## src/rtl/md_issue_if.sv

```systemverilog
// E-stage to multiply/divide issue path: request side from E, start side to the MD unit.
interface md_issue_if;
  logic        int_req;
  logic        e_md_valid;
  logic [2:0]  e_md_op;
  logic        e_md_read;
  logic [31:0] e_src1;
  logic [31:0] e_src2;
  logic        md_start;
  logic [2:0]  md_op;
  logic [31:0] md_src1;
  logic [31:0] md_src2;
  logic        stall_e;
  logic        md_busy;

  modport master (
    output int_req, e_md_valid, e_md_op, e_md_read, e_src1, e_src2,
    input  md_start, md_op, md_src1, md_src2, stall_e, md_busy
  );
  modport slave (
    input  int_req, e_md_valid, e_md_op, e_md_read, e_src1, e_src2,
    output md_start, md_op, md_src1, md_src2, stall_e, md_busy
  );
endinterface

```

## src/rtl/md_issue_ctrl.sv

```systemverilog
// Multiply/divide issue controller: single-entry pending buffer, start pulse,
// busy countdown mirror and E-stage stall generation.
module md_issue_ctrl #(
  parameter int MULT_CYCLES = 5,
  parameter int DIV_CYCLES  = 10
) (
  input logic       clk,
  input logic       reset,
  md_issue_if.slave md
);
  localparam int MAXC = (MULT_CYCLES > DIV_CYCLES) ? MULT_CYCLES : DIV_CYCLES;
  localparam int CW   = $clog2(MAXC + 1);

  logic          start_q;
  logic [2:0]    op_q;
  logic [31:0]   src1_q, src2_q;
  logic [CW-1:0] cnt;
  logic          pend_v;
  logic [2:0]    pend_op;
  logic [31:0]   pend_a, pend_b;

  logic          valid_op, issue_ok, accept, issue;
  logic [2:0]    sel_op;
  logic [31:0]   sel_a, sel_b;

  function automatic logic [CW-1:0] busy_cycles(input logic [2:0] op);
    case (op)
      3'd0, 3'd1: busy_cycles = CW'(MULT_CYCLES);
      3'd2, 3'd3: busy_cycles = CW'(DIV_CYCLES);
      default:    busy_cycles = '0;
    endcase
  endfunction

  // Ops 6/7 behave as if no MD write op were present.
  assign valid_op = md.e_md_valid & (md.e_md_op < 3'd6);
  assign issue_ok = (cnt == '0) & ~start_q & ~md.int_req;

  assign md.stall_e = ~md.int_req &
                      ((valid_op & pend_v & ~issue_ok) |
                       (md.e_md_read & ((cnt != '0) | start_q | pend_v)));
  assign accept = valid_op & ~md.stall_e & ~md.int_req;

  // The pending entry is always older than the E op, so it issues first.
  assign issue  = issue_ok & (pend_v | accept);
  assign sel_op = pend_v ? pend_op : md.e_md_op;
  assign sel_a  = pend_v ? pend_a  : md.e_src1;
  assign sel_b  = pend_v ? pend_b  : md.e_src2;

  always_ff @(posedge clk) begin
    if (reset) begin
      start_q <= 1'b0;
      op_q    <= '0;
      src1_q  <= '0;
      src2_q  <= '0;
      cnt     <= '0;
      pend_v  <= 1'b0;
      pend_op <= '0;
      pend_a  <= '0;
      pend_b  <= '0;
    end else begin
      if (issue) begin
        start_q <= 1'b1;
        op_q    <= sel_op;
        src1_q  <= sel_a;
        src2_q  <= sel_b;
        cnt     <= busy_cycles(sel_op);
      end else begin
        start_q <= 1'b0;
        if (cnt != '0) cnt <= cnt - 1'b1;
      end

      if (md.int_req) begin
        pend_v <= 1'b0;
      end else if (accept & (pend_v | ~issue_ok)) begin
        // Either refill behind a draining entry or capture while the unit is busy.
        pend_v  <= 1'b1;
        pend_op <= md.e_md_op;
        pend_a  <= md.e_src1;
        pend_b  <= md.e_src2;
      end else if (pend_v & issue_ok) begin
        pend_v <= 1'b0;
      end
    end
  end

  assign md.md_start = start_q;
  assign md.md_op    = op_q;
  assign md.md_src1  = src1_q;
  assign md.md_src2  = src2_q;
  assign md.md_busy  = (cnt != '0) | start_q | pend_v;
endmodule
```

## src/flat_wrapper.sv

```systemverilog
// flat-port wrapper written by rule: the top's interface ports become plain ports
module md_issue_ctrl_flat 
#(
  parameter int MULT_CYCLES = 5,
  parameter int DIV_CYCLES  = 10
)
  (clk, reset, md_int_req, md_e_md_valid, md_e_md_op, md_e_md_read, md_e_src1, md_e_src2, md_md_start, md_md_op, md_md_src1, md_md_src2, md_stall_e, md_md_busy);
  md_issue_if md_i ();
  input logic clk;
  input logic reset;
  input wire logic [$bits(md_i.int_req)-1:0] md_int_req;
  input wire logic [$bits(md_i.e_md_valid)-1:0] md_e_md_valid;
  input wire logic [$bits(md_i.e_md_op)-1:0] md_e_md_op;
  input wire logic [$bits(md_i.e_md_read)-1:0] md_e_md_read;
  input wire logic [$bits(md_i.e_src1)-1:0] md_e_src1;
  input wire logic [$bits(md_i.e_src2)-1:0] md_e_src2;
  output wire logic [$bits(md_i.md_start)-1:0] md_md_start;
  output wire logic [$bits(md_i.md_op)-1:0] md_md_op;
  output wire logic [$bits(md_i.md_src1)-1:0] md_md_src1;
  output wire logic [$bits(md_i.md_src2)-1:0] md_md_src2;
  output wire logic [$bits(md_i.stall_e)-1:0] md_stall_e;
  output wire logic [$bits(md_i.md_busy)-1:0] md_md_busy;
  assign md_i.int_req = md_int_req;
  assign md_i.e_md_valid = md_e_md_valid;
  assign md_i.e_md_op = md_e_md_op;
  assign md_i.e_md_read = md_e_md_read;
  assign md_i.e_src1 = md_e_src1;
  assign md_i.e_src2 = md_e_src2;
  assign md_md_start = md_i.md_start;
  assign md_md_op = md_i.md_op;
  assign md_md_src1 = md_i.md_src1;
  assign md_md_src2 = md_i.md_src2;
  assign md_stall_e = md_i.stall_e;
  assign md_md_busy = md_i.md_busy;
  md_issue_ctrl #(.MULT_CYCLES(MULT_CYCLES), .DIV_CYCLES(DIV_CYCLES)) u_core (.clk(clk), .reset(reset), .md(md_i));
endmodule
```

## config.mk

```make
export PLATFORM = sky130hd
export DESIGN_NAME = md_issue_ctrl_flat
export DESIGN_NICKNAME = d
export VERILOG_FILES = /design/src/rtl/md_issue_if.sv /design/src/rtl/md_issue_ctrl.sv /design/src/flat_wrapper.sv
export SDC_FILE = /design/constraint.sdc
export NUM_CORES = 1
export LEC_CHECK = 0
export CAP_MARGIN = 20
export CORE_ASPECT_RATIO = 0.8
export CORE_MARGIN = 2
export CORE_UTILIZATION = 40
export DETAILED_ROUTE_END_ITERATION = 8
export DONT_BUFFER_PORTS = 1
export PLACE_DENSITY = 0.54
export SLEW_MARGIN = 40
export SYNTH_ARGS = -nofsm -noshare
export SYNTH_HDL_FRONTEND = slang
export SYNTH_SLANG_ARGS = --single-unit
```

## constraint.sdc

```tcl
create_clock -name clk -period 5 [get_ports clk]
set_input_delay 1 -clock clk [delete_from_list [all_inputs] [get_ports clk]]
set_output_delay 1 -clock clk [all_outputs]
set_load 0.01 [all_outputs]
```

Word-level counts from Yosys, hierarchy flattened
Cells that the tools add are included.
- output and inout port bits: 70
- flip-flop bits (word level): 140
- word-level logic and storage cells: 53
- reduce and logical (&&, ||, !) cells: 9
- bitwise gates (word level): 21
- order comparisons: 1
- multiplexer cells: 9
- $add $sub $neg: 1
- equal/unequal tests: 3
- operator list (kind ; number):
    $mux 32 ; 2
    $and 1x1->1 ; 12
    $mux 4 ; 2
    $pmux 4 s2 ; 1
    $eq 3x2->1 const B ; 2
    $reduce_or 2->1 ; 3
    $or 1x1->1 ; 5
    $logic_not 4->1 ; 1
    $not 1->1 ; 4
    $reduce_bool 2->1 ; 2
    $reduce_bool 4->1 ; 1
    $sub 4x1->4 const B ; 1
    $eq 3x1->1 const B ; 1
    $logic_not 3->1 ; 1
    $lt 3x3->1 const B ; 1
    $mux 1 ; 3
    $mux 3 ; 1
    $reduce_and 2->1 ; 1

Depth between registers and ports, before layout
Gate-level depths: netlist of the first run.
- depth after elaboration: 13
- mapped depth: 8
- mapped depth without buffers: 6

Least setup slack after synthesis of the first run
Ideal clock, no wire load.
- kind: input-to-output
- start: input port md_e_md_valid
- end: output port md_stall_e
- stages on the path: 4
- arrival time: 1623 ps
- data required time: 4000 ps
- setup slack: 2377 ps
- cell sequence: a21bo_2 -> nor2_1 -> o21ai_0 -> a21oi_1
- cells in the longest elaborated chain, start to end: 5
- ends and longest elaborated chain (element ; line ; source):
    start: declaration ; flat_wrapper.sv:12 ; input wire logic [$bits(md_i.e_md_valid)-1:0] md_e_md_valid;
    $and 1x1->1 ; md_issue_ctrl.sv:35 ; assign valid_op = md.e_md_valid & (md.e_md_op < 3'd6);
    $and 1x1->1 (2 in a row) ; md_issue_ctrl.sv:39 ; ((valid_op & pend_v & ~issue_ok) |
    $or 1x1->1 ; md_issue_ctrl.sv:39 ;
    $and 1x1->1 ; md_issue_ctrl.sv:38 ; assign md.stall_e = ~md.int_req &
    end: declaration ; flat_wrapper.sv:21 ; output wire logic [$bits(md_i.stall_e)-1:0] md_stall_e;
No other way between the ends.

Worst setup path after layout of the first run
- start: register u_core.cnt[0]
- end: output port md_stall_e
- cells in the longest elaborated chain, start to end: 7
- ends and longest elaborated chain (element ; line ; source):
    start: declaration ; md_issue_ctrl.sv:17 ; logic [CW-1:0] cnt;
    start signal: assignment ; md_issue_ctrl.sv:66 ; cnt <= busy_cycles(sel_op);
    start signal: assignment ; md_issue_ctrl.sv:69 ; if (cnt != '0) cnt <= cnt - 1'b1;
    $logic_not 4->1 ; md_issue_ctrl.sv:36 ; assign issue_ok = (cnt == '0) & ~start_q & ~md.int_req;
    $and 1x1->1 (2 in a row) ; md_issue_ctrl.sv:36 ;
    $not 1->1 ; md_issue_ctrl.sv:39 ;
    $and 1x1->1 ; md_issue_ctrl.sv:39 ;
    $or 1x1->1 * ; md_issue_ctrl.sv:39 ;
    $and 1x1->1 * ; md_issue_ctrl.sv:38 ;
Mark *: on every way between the ends. The rest lies on a longest branch, timed or not.

==> summary.txt, run 1 <==
Run status
  • Status: completed

Clocking
  • Max Root-Sink Buffers: 2
  • CTS clock-pin slew for the worst setup and hold paths: about 0.060 ns
  • Root Driver: clkbuf_16
  • Hold Buf Count CTS: 0
  • Worst skew pair latency: 0.42 ns
  • Total CTS buffers: 17
  • Setup Fix Bufs, Post-CTS: 0
  • CTS sink count: between 100 and 150
  • H-tree depth: 4
  • CTS resizes: 0
  • CTS tree: built

Cells and area
  • Nets@finish: between 600 and 700
  • Final instance area: 6900 sq um
  • Area Overhead vs Synth: 11.1%
  • Most frequent cells in the layout: dfxtp_1, nor2_1, a21oi_1
  • Commonest non-fill, non-tap cell in the layout: dfxtp_1
  • Share of layout cells above drive strength 1: 0.172
  • # diodes: 0
  • Fill count: approximately 1500

Power
  • Int Pwr: 2430 uW
  • Leak: 0.00206 uW
  • Sequential group share of total power: 0.386
  • Switching Share: 0.349
  • Worst VDD drop: 0.000316 V
  • Net Sw Power: between 1000 and 1500 uW
  • Pwr Density: 540 nW/um^2
  • Clk pwr share: 0.347
  • Gate power share: 0.267
  • Total Power: 3730 uW

STA
  • Tcrit/Tclk final: 0.618
  • Clock Skews: 0.00730 ns
  • RSZ-0062 raised after global routing: no
  • Slew Limit Fails: 0
  • Sum of negative setup slack: 0 ns
  • Minimum clock period: 3.09 ns
  • Final Hold Fails: 0
  • F_max: 0.324 GHz
  • Worst slew pin tran: ~0.7 ns
  • Slew headroom: 0.536
  • Final setup fails: 0

Global route
  • Vias in the first global route: 4658
  • Met1 Use GR: 0.237
  • GR met3 Demand/Resource: 0.0843
  • GRT met2 Usage: 0.290
  • Top Usage Layer GRT: met2
  • Gr usage total: 0.191
  • Largest net degree at the start of global routing: 143
  • Initial antenna violation count: 0
  • First-pass GRT wire length: around 25000 um
  • Total gr overflow: 0

Logic synthesis
  • Share of the synthesized area in the top cell type: 0.451
  • Seq/Total Area, Yosys: 0.451
  • Top post-synthesis cells by area: dfxtp_1, a211oi_2, mux2i_1
  • Synth unique cells: 35
  • FFs w/ async S/R, synth: 0
  • Yosys warns: 0
  • Syn Inst Count: 659
  • Synthesized area per cell: 9.42 sq um
  • Cell area after synthesis: 6210 sq um
  • Top FF cell, synth: dfxtp_1
  • Post-synth EDFFs: 0
  • Area leader, netlist: dfxtp_1
  • Synth Net Count: 733
  • Number of synthesized register bits: 140

Drt
  • Drt drc: 0
  • Vias/cell: around 5.6
  • DRT iter0 DRCs: approximately 240
  • Via count: around 4700
  • DRT antenna net count: 0
  • TritonRoute pass-1 iters: 4
  • Per-cell routed wire length: roughly 18 um
  • Total wire length: 15300 um

Floorplan
  • Core area: 15100 sq um
  • Initial core utilization: 0.411
  • Std cell rows: 40
  • Die W: 143 um
  • IO Count: between 100 and 150
  • Die Footprint: 16500 sq um
  • Die height: 115 um

Worst setup path
  • Critical Path Fanout Max: 6
  • Crit Path Class: flip-flop to output port
  • CP Launch Type: flip-flop
  • Worst Setup End Kind: output port
  • CP Data Required Time: about 4.0 ns
  • WP data arrival: 2.09 ns

Placed design
  • Gp weighted congestion: 0.829
  • Port Buf Inserts: 0
  • DP HPWL: roughly 9200 um
  • Area post-placement: roughly 6300 sq um

Worst hold path
  • Hold WC Path Type: flip-flop to flip-flop

Flow run
  • Max cap viols: 0
[path summary, 6_finish.rpt]
check,from,to,slack (ns),depth (start not counted)
setup reg to reg,u_core.cnt[0]$_SDFFE_PP0P_,u_core.cnt[0]$_SDFFE_PP0P_,2.45,7
hold / removal,u_core.pend_a[5]$_SDFFE_PP0P_,u_core.pend_a[5]$_SDFFE_PP0P_,0.47,2
setup / recovery,u_core.cnt[0]$_SDFFE_PP0P_,md_stall_e,1.91,6
hold reg to reg,u_core.pend_a[5]$_SDFFE_PP0P_,u_core.pend_a[5]$_SDFFE_PP0P_,0.47,2
[cells in the mapped netlist (3+ instances only)]
library cell  number
dfxtp_1          140
a21oi_1           71
nor2_1            71
mux2i_1           67
nand3_1           67
o21ai_0           67
a211oi_2          62
clkbuf_1          48
buf_6              7
nor3_1             6
a211oi_1           5
buf_1              4
buf_2              4
buf_4              4
o21ai_1            4
inv_1              3
nand2_1            3
or3_1              3
[state kept, by name (all words and copies together) (netlist names)]
register,flops
u_core.pend_v,1
u_core.pend_op,3
u_core.pend_a,32
u_core.md.md_start,1
u_core.cnt,4
u_core.md.md_src2,32
u_core.md.md_src1,32
u_core.pend_b,32
u_core.md.md_op,3
[routing by layer]
layer	wire [um]	vias to the layer above
li1	-	2310
met1	6640	2271
met2	6860	143
met3	1490	24
met4	308	0
met5	0	-
[critical path, cell delays in order, from the launching register on]
cell and delay (ns):
dfxtp_1 0.32, inv_1 0.09, ha_1 0.22, nor4b_4 0.60, nor2_1 0.10, o21ai_0 0.18, a21oi_1 0.16
[metrics by stage]
stage	instances	util	hold slack, ns	setup WS (ns)
after floorplan	659	-	0.454	2.38
after detailed placement	810	0.415	0.461	2.21
final	842	0.456	0.467	1.91
after global placement	810	0.414	0.455	2.21
after global routing	842	0.456	0.491	1.75
after CTS	842	0.455	0.469	1.95
[cells by family (layout without fill, tap and decap cells)]
logic type / Yosys count / count (layout) / synth area share
muxes: 67 / 67 / 0.108
buffers and inverters: 70 / 43 / 0.0540
AOI/OAI and AO/OA: 215 / 215 / 0.254
adders and majority gates: 2 / 2 / 0.00403
xor gates and xnor gates: 2 / 2 / 0.00282
and+or+nand+nor: 163 / 163 / 0.126
DFF: 140 / 140 / 0.451
[power groups by stage]
stage / Sequential [uW] / Combinational [uW] / Clock [uW]
floorplan: 1420 / 800 / 0
global placement: 1460 / 958 / 0
detailed placement: 1460 / 987 / 0
CTS: 1440 / 990 / 1320
global route: 1460 / 1100 / 1380
finish: 1440 / 996 / 1290
[layout make-up]
cell class | instances | area, sq um | area share
Clock buffer | 28 | 538 | 0.0780
Clock inverter | 4 | 73.8 | 0.0107
Inverter | 3 | 11.3 | 0.00163
Multi-Input combinational cell | 449 | 3130 | 0.454
Sequential cell | 140 | 2810 | 0.407
Tap cell | 210 | 263 | 0.0381
Timing Repair Buffer | 8 | 76.3 | 0.0111
Power figures use the tool's default switching activity.
==> run 2: changes to the inputs <==
- PLACE_DENSITY: 0.54 -> 0.56
- clock period: 5 -> 2.53 ns (I/O delays scaled with it)
==> run 2 against run 1 <==
Compared with the run above: clock power up 110%; flip-flop and latch count unchanged; critical path depth up 1; combinational power up 110%; highest routed layer unchanged.
==> summary.txt, run 2 (same netlist as run 1, synthesis figures left out) <==
Cells and area
  • Commonest non-fill, non-tap cell in the layout: dfxtp_1
  • Share of layout cells above drive strength 1: 0.192
  • Fill count: around 1400
  • Final non-filler cell total: 852
  • Area Overhead vs Synth: 13.4%
  • Most frequent cells in the layout: dfxtp_1, nor2_1, a21oi_1
  • # diodes: 0
  • Nets@finish: between 700 and 800

Clocking
  • CTS tree: built
  • Max Root-Sink Buffers: 2
  • CTS clock-pin slew for the worst setup and hold paths: 0.06 ns
  • Root Driver: clkbuf_16
  • H-tree depth: 4
  • Worst skew pair latency: 0.41 ns
  • Total CTS buffers: 17
  • CTS sink count: 140

Floorplan
  • Initial core utilization: 0.411
  • Die W: between 100 and 150 um
  • Die Footprint: 16500 sq um
  • IO Count: 142
  • Die height: 115 um
  • Std cell rows: 40
  • Core area: 15100 sq um

Worst setup path
  • Crit Path Class: flip-flop to flip-flop
  • Worst Setup End Kind: flip-flop
  • Crit Reg-Reg Startpoint: u_core.cnt[0]$_SDFFE_PP0P_
  • Reg-to-reg endpoint: u_core.md.md_src1[13]$_SDFFE_PP0P_
  • Delay-heaviest family, CP: simple AND/OR/NAND/NOR gates
  • Critical Path Max Stage Delay: between 0.5 and 0.6 ns
  • Critical Path Fanout Max: 35
  • CP max stage cell: or4b_1
  • Worst path cell trace: inv_1, ha_1, or4b_1, nor4_4, buf_4, buf_6, a211oi_2
  • WP data arrival: 2.69 ns
  • CP Data Required Time: 2.80 ns
  • R2R depth: 7
  • Buf+Inv Stages, Crit Path: 3
  • CP Launch Type: flip-flop
  • Worst reg2reg setup slack: roughly 0.11 ns

STA
  • Min Hold Slack: 0.158 ns
  • Final setup fails: 0
  • Worst slew pin tran: 0.545 ns
  • Slew Limit Fails: 0
  • Tcrit/Tclk final: 0.957
  • Slew headroom: 0.637
  • Clock Skews: 0.00832 ns
  • Final Hold Fails: 0
  • F_max: just over 0.4 GHz
  • Minimum clock period: between 2 and 2.5 ns

Placed design
  • DP HPWL: 9400 um
  • Gp weighted congestion: 0.810
  • Placed cell count: ~820
  • Port Buf Inserts: 0

Power
  • Pwr Density: approximately 1100 nW/um^2
  • Worst VDD drop: 0.000600 V
  • Leak: 0.00214 uW

Drt
  • Per-cell routed wire length: around 19 um
  • TritonRoute pass-1 iters: 6
  • Vias/cell: about 5.6
  • DRT antenna net count: 0
  • DRT iter0 DRCs: about 340
  • Via count: around 4800
  • Drt drc: 0
  • Total wire length: around 16000 um

Flow run
  • Max cap viols: 0

Global route
  • Total gr overflow: 0
  • Gr usage total: 0.187
  • Largest net degree at the start of global routing: 143
  • Vias in the first global route: 4638
  • Initial antenna violation count: 0
  • First-pass GRT wire length: 24200 um

Worst hold path
  • Worst hold start: md_int_req
  • WHS Endpoint: u_core.pend_v$_SDFFE_PP0P_
  • Hold path cells: 1
  • Hold WC Path Type: primary input to flip-flop

Run status
  • Status: completed
==> run 2: changes by cell type in the layout (fill, tap and decap cells not counted), sizes merged <==
cell	change
buf	+8
bufinv	+2
clkbuf	-3
clkinv	+2
clkinvlp	+1
==> run 2: layout make-up <==
cell class / instances / area [sq um] / share of cell area
multi-input combinational: 449 / 3100 / 0.441
sequential: 140 / 2810 / 0.399
clock buffer: 23 / 509 / 0.0723
tap: 210 / 263 / 0.0373
timing repair buffer: 18 / 194 / 0.0275
clock inverter: 9 / 155 / 0.0220
inverter: 3 / 11.3 / 0.00160
==> run 2: worst register-to-register path, cell delays in order (launching register included) <==
cell and delay, ns:
dfxtp_1 0.31, inv_1 0.10, ha_1 0.22, or4b_1 0.52
nor4_4 0.40, buf_4 0.21, buf_6 0.37, a211oi_2 0.15
==> run 2: how the worst max path moves through the flow <==
stage	from	end	slack, ns	cells past startpoint
3_3_place_gp	u_core.cnt[0]$_SDFFE_PP0P_	u_core.cnt[0]$_SDFFE_PP0P_	0.23	7
6_report	u_core.cnt[0]$_SDFFE_PP0P_	u_core.md.md_src1[13]$_SDFFE_PP0P_	0.11	7
4_1_cts	u_core.cnt[0]$_SDFFE_PP0P_	md_stall_e	0.05	6
2_1_floorplan	u_core.cnt[0]$_SDFFE_PP0P_	u_core.md.md_src1[10]$_SDFFE_PP0P_	0.52	7
3_5_place_dp	u_core.cnt[0]$_SDFFE_PP0P_	u_core.cnt[0]$_SDFFE_PP0P_	0.10	7
5_1_grt	u_core.cnt[0]$_SDFFE_PP0P_	u_core.md.md_src1[18]$_SDFFE_PP0P_	-0.05	7
==> run 2: timing repair <==
action | 4_1_cts | 5_1_grt
setup endpoints to repair | 0 | 7
gates resized for setup | 0 | 4
hold buffers | 0 | 0
buffers inserted | 0 | 3
==> run 2: metrics by stage <==
stage                     setup WS (ns)  power (uW)  area [sq um]  TNS (ns)  utilization
after global placement            0.228        4850          6320         0        0.418
after floorplan                   0.516        4390          6210         0            -
final                             0.109        7670          7040         0        0.466
after detailed placement          0.102        4890          6320         0        0.418
after global routing            -0.0502        8100          7040     -1.21        0.466
after CTS                        0.0512        7690          6980         0        0.462
==> run 2: power breakdown <==
group,total [uW],internal [uW],switching [uW]
clock,2760,1820,944
sequential,2840,2510,326
combinational,2070,715,1350
==> run 2: metal layers <==
metal / GRT usage / vias to the layer above / share of wire
met2: 0.297 / 126 / 0.46
met4: 0.0536 / 0 / 0.010
met5: 0 / - / 0
li1: - / 2324 / -
met1: 0.225 / 2320 / 0.43
met3: 0.0942 / 12 / 0.096
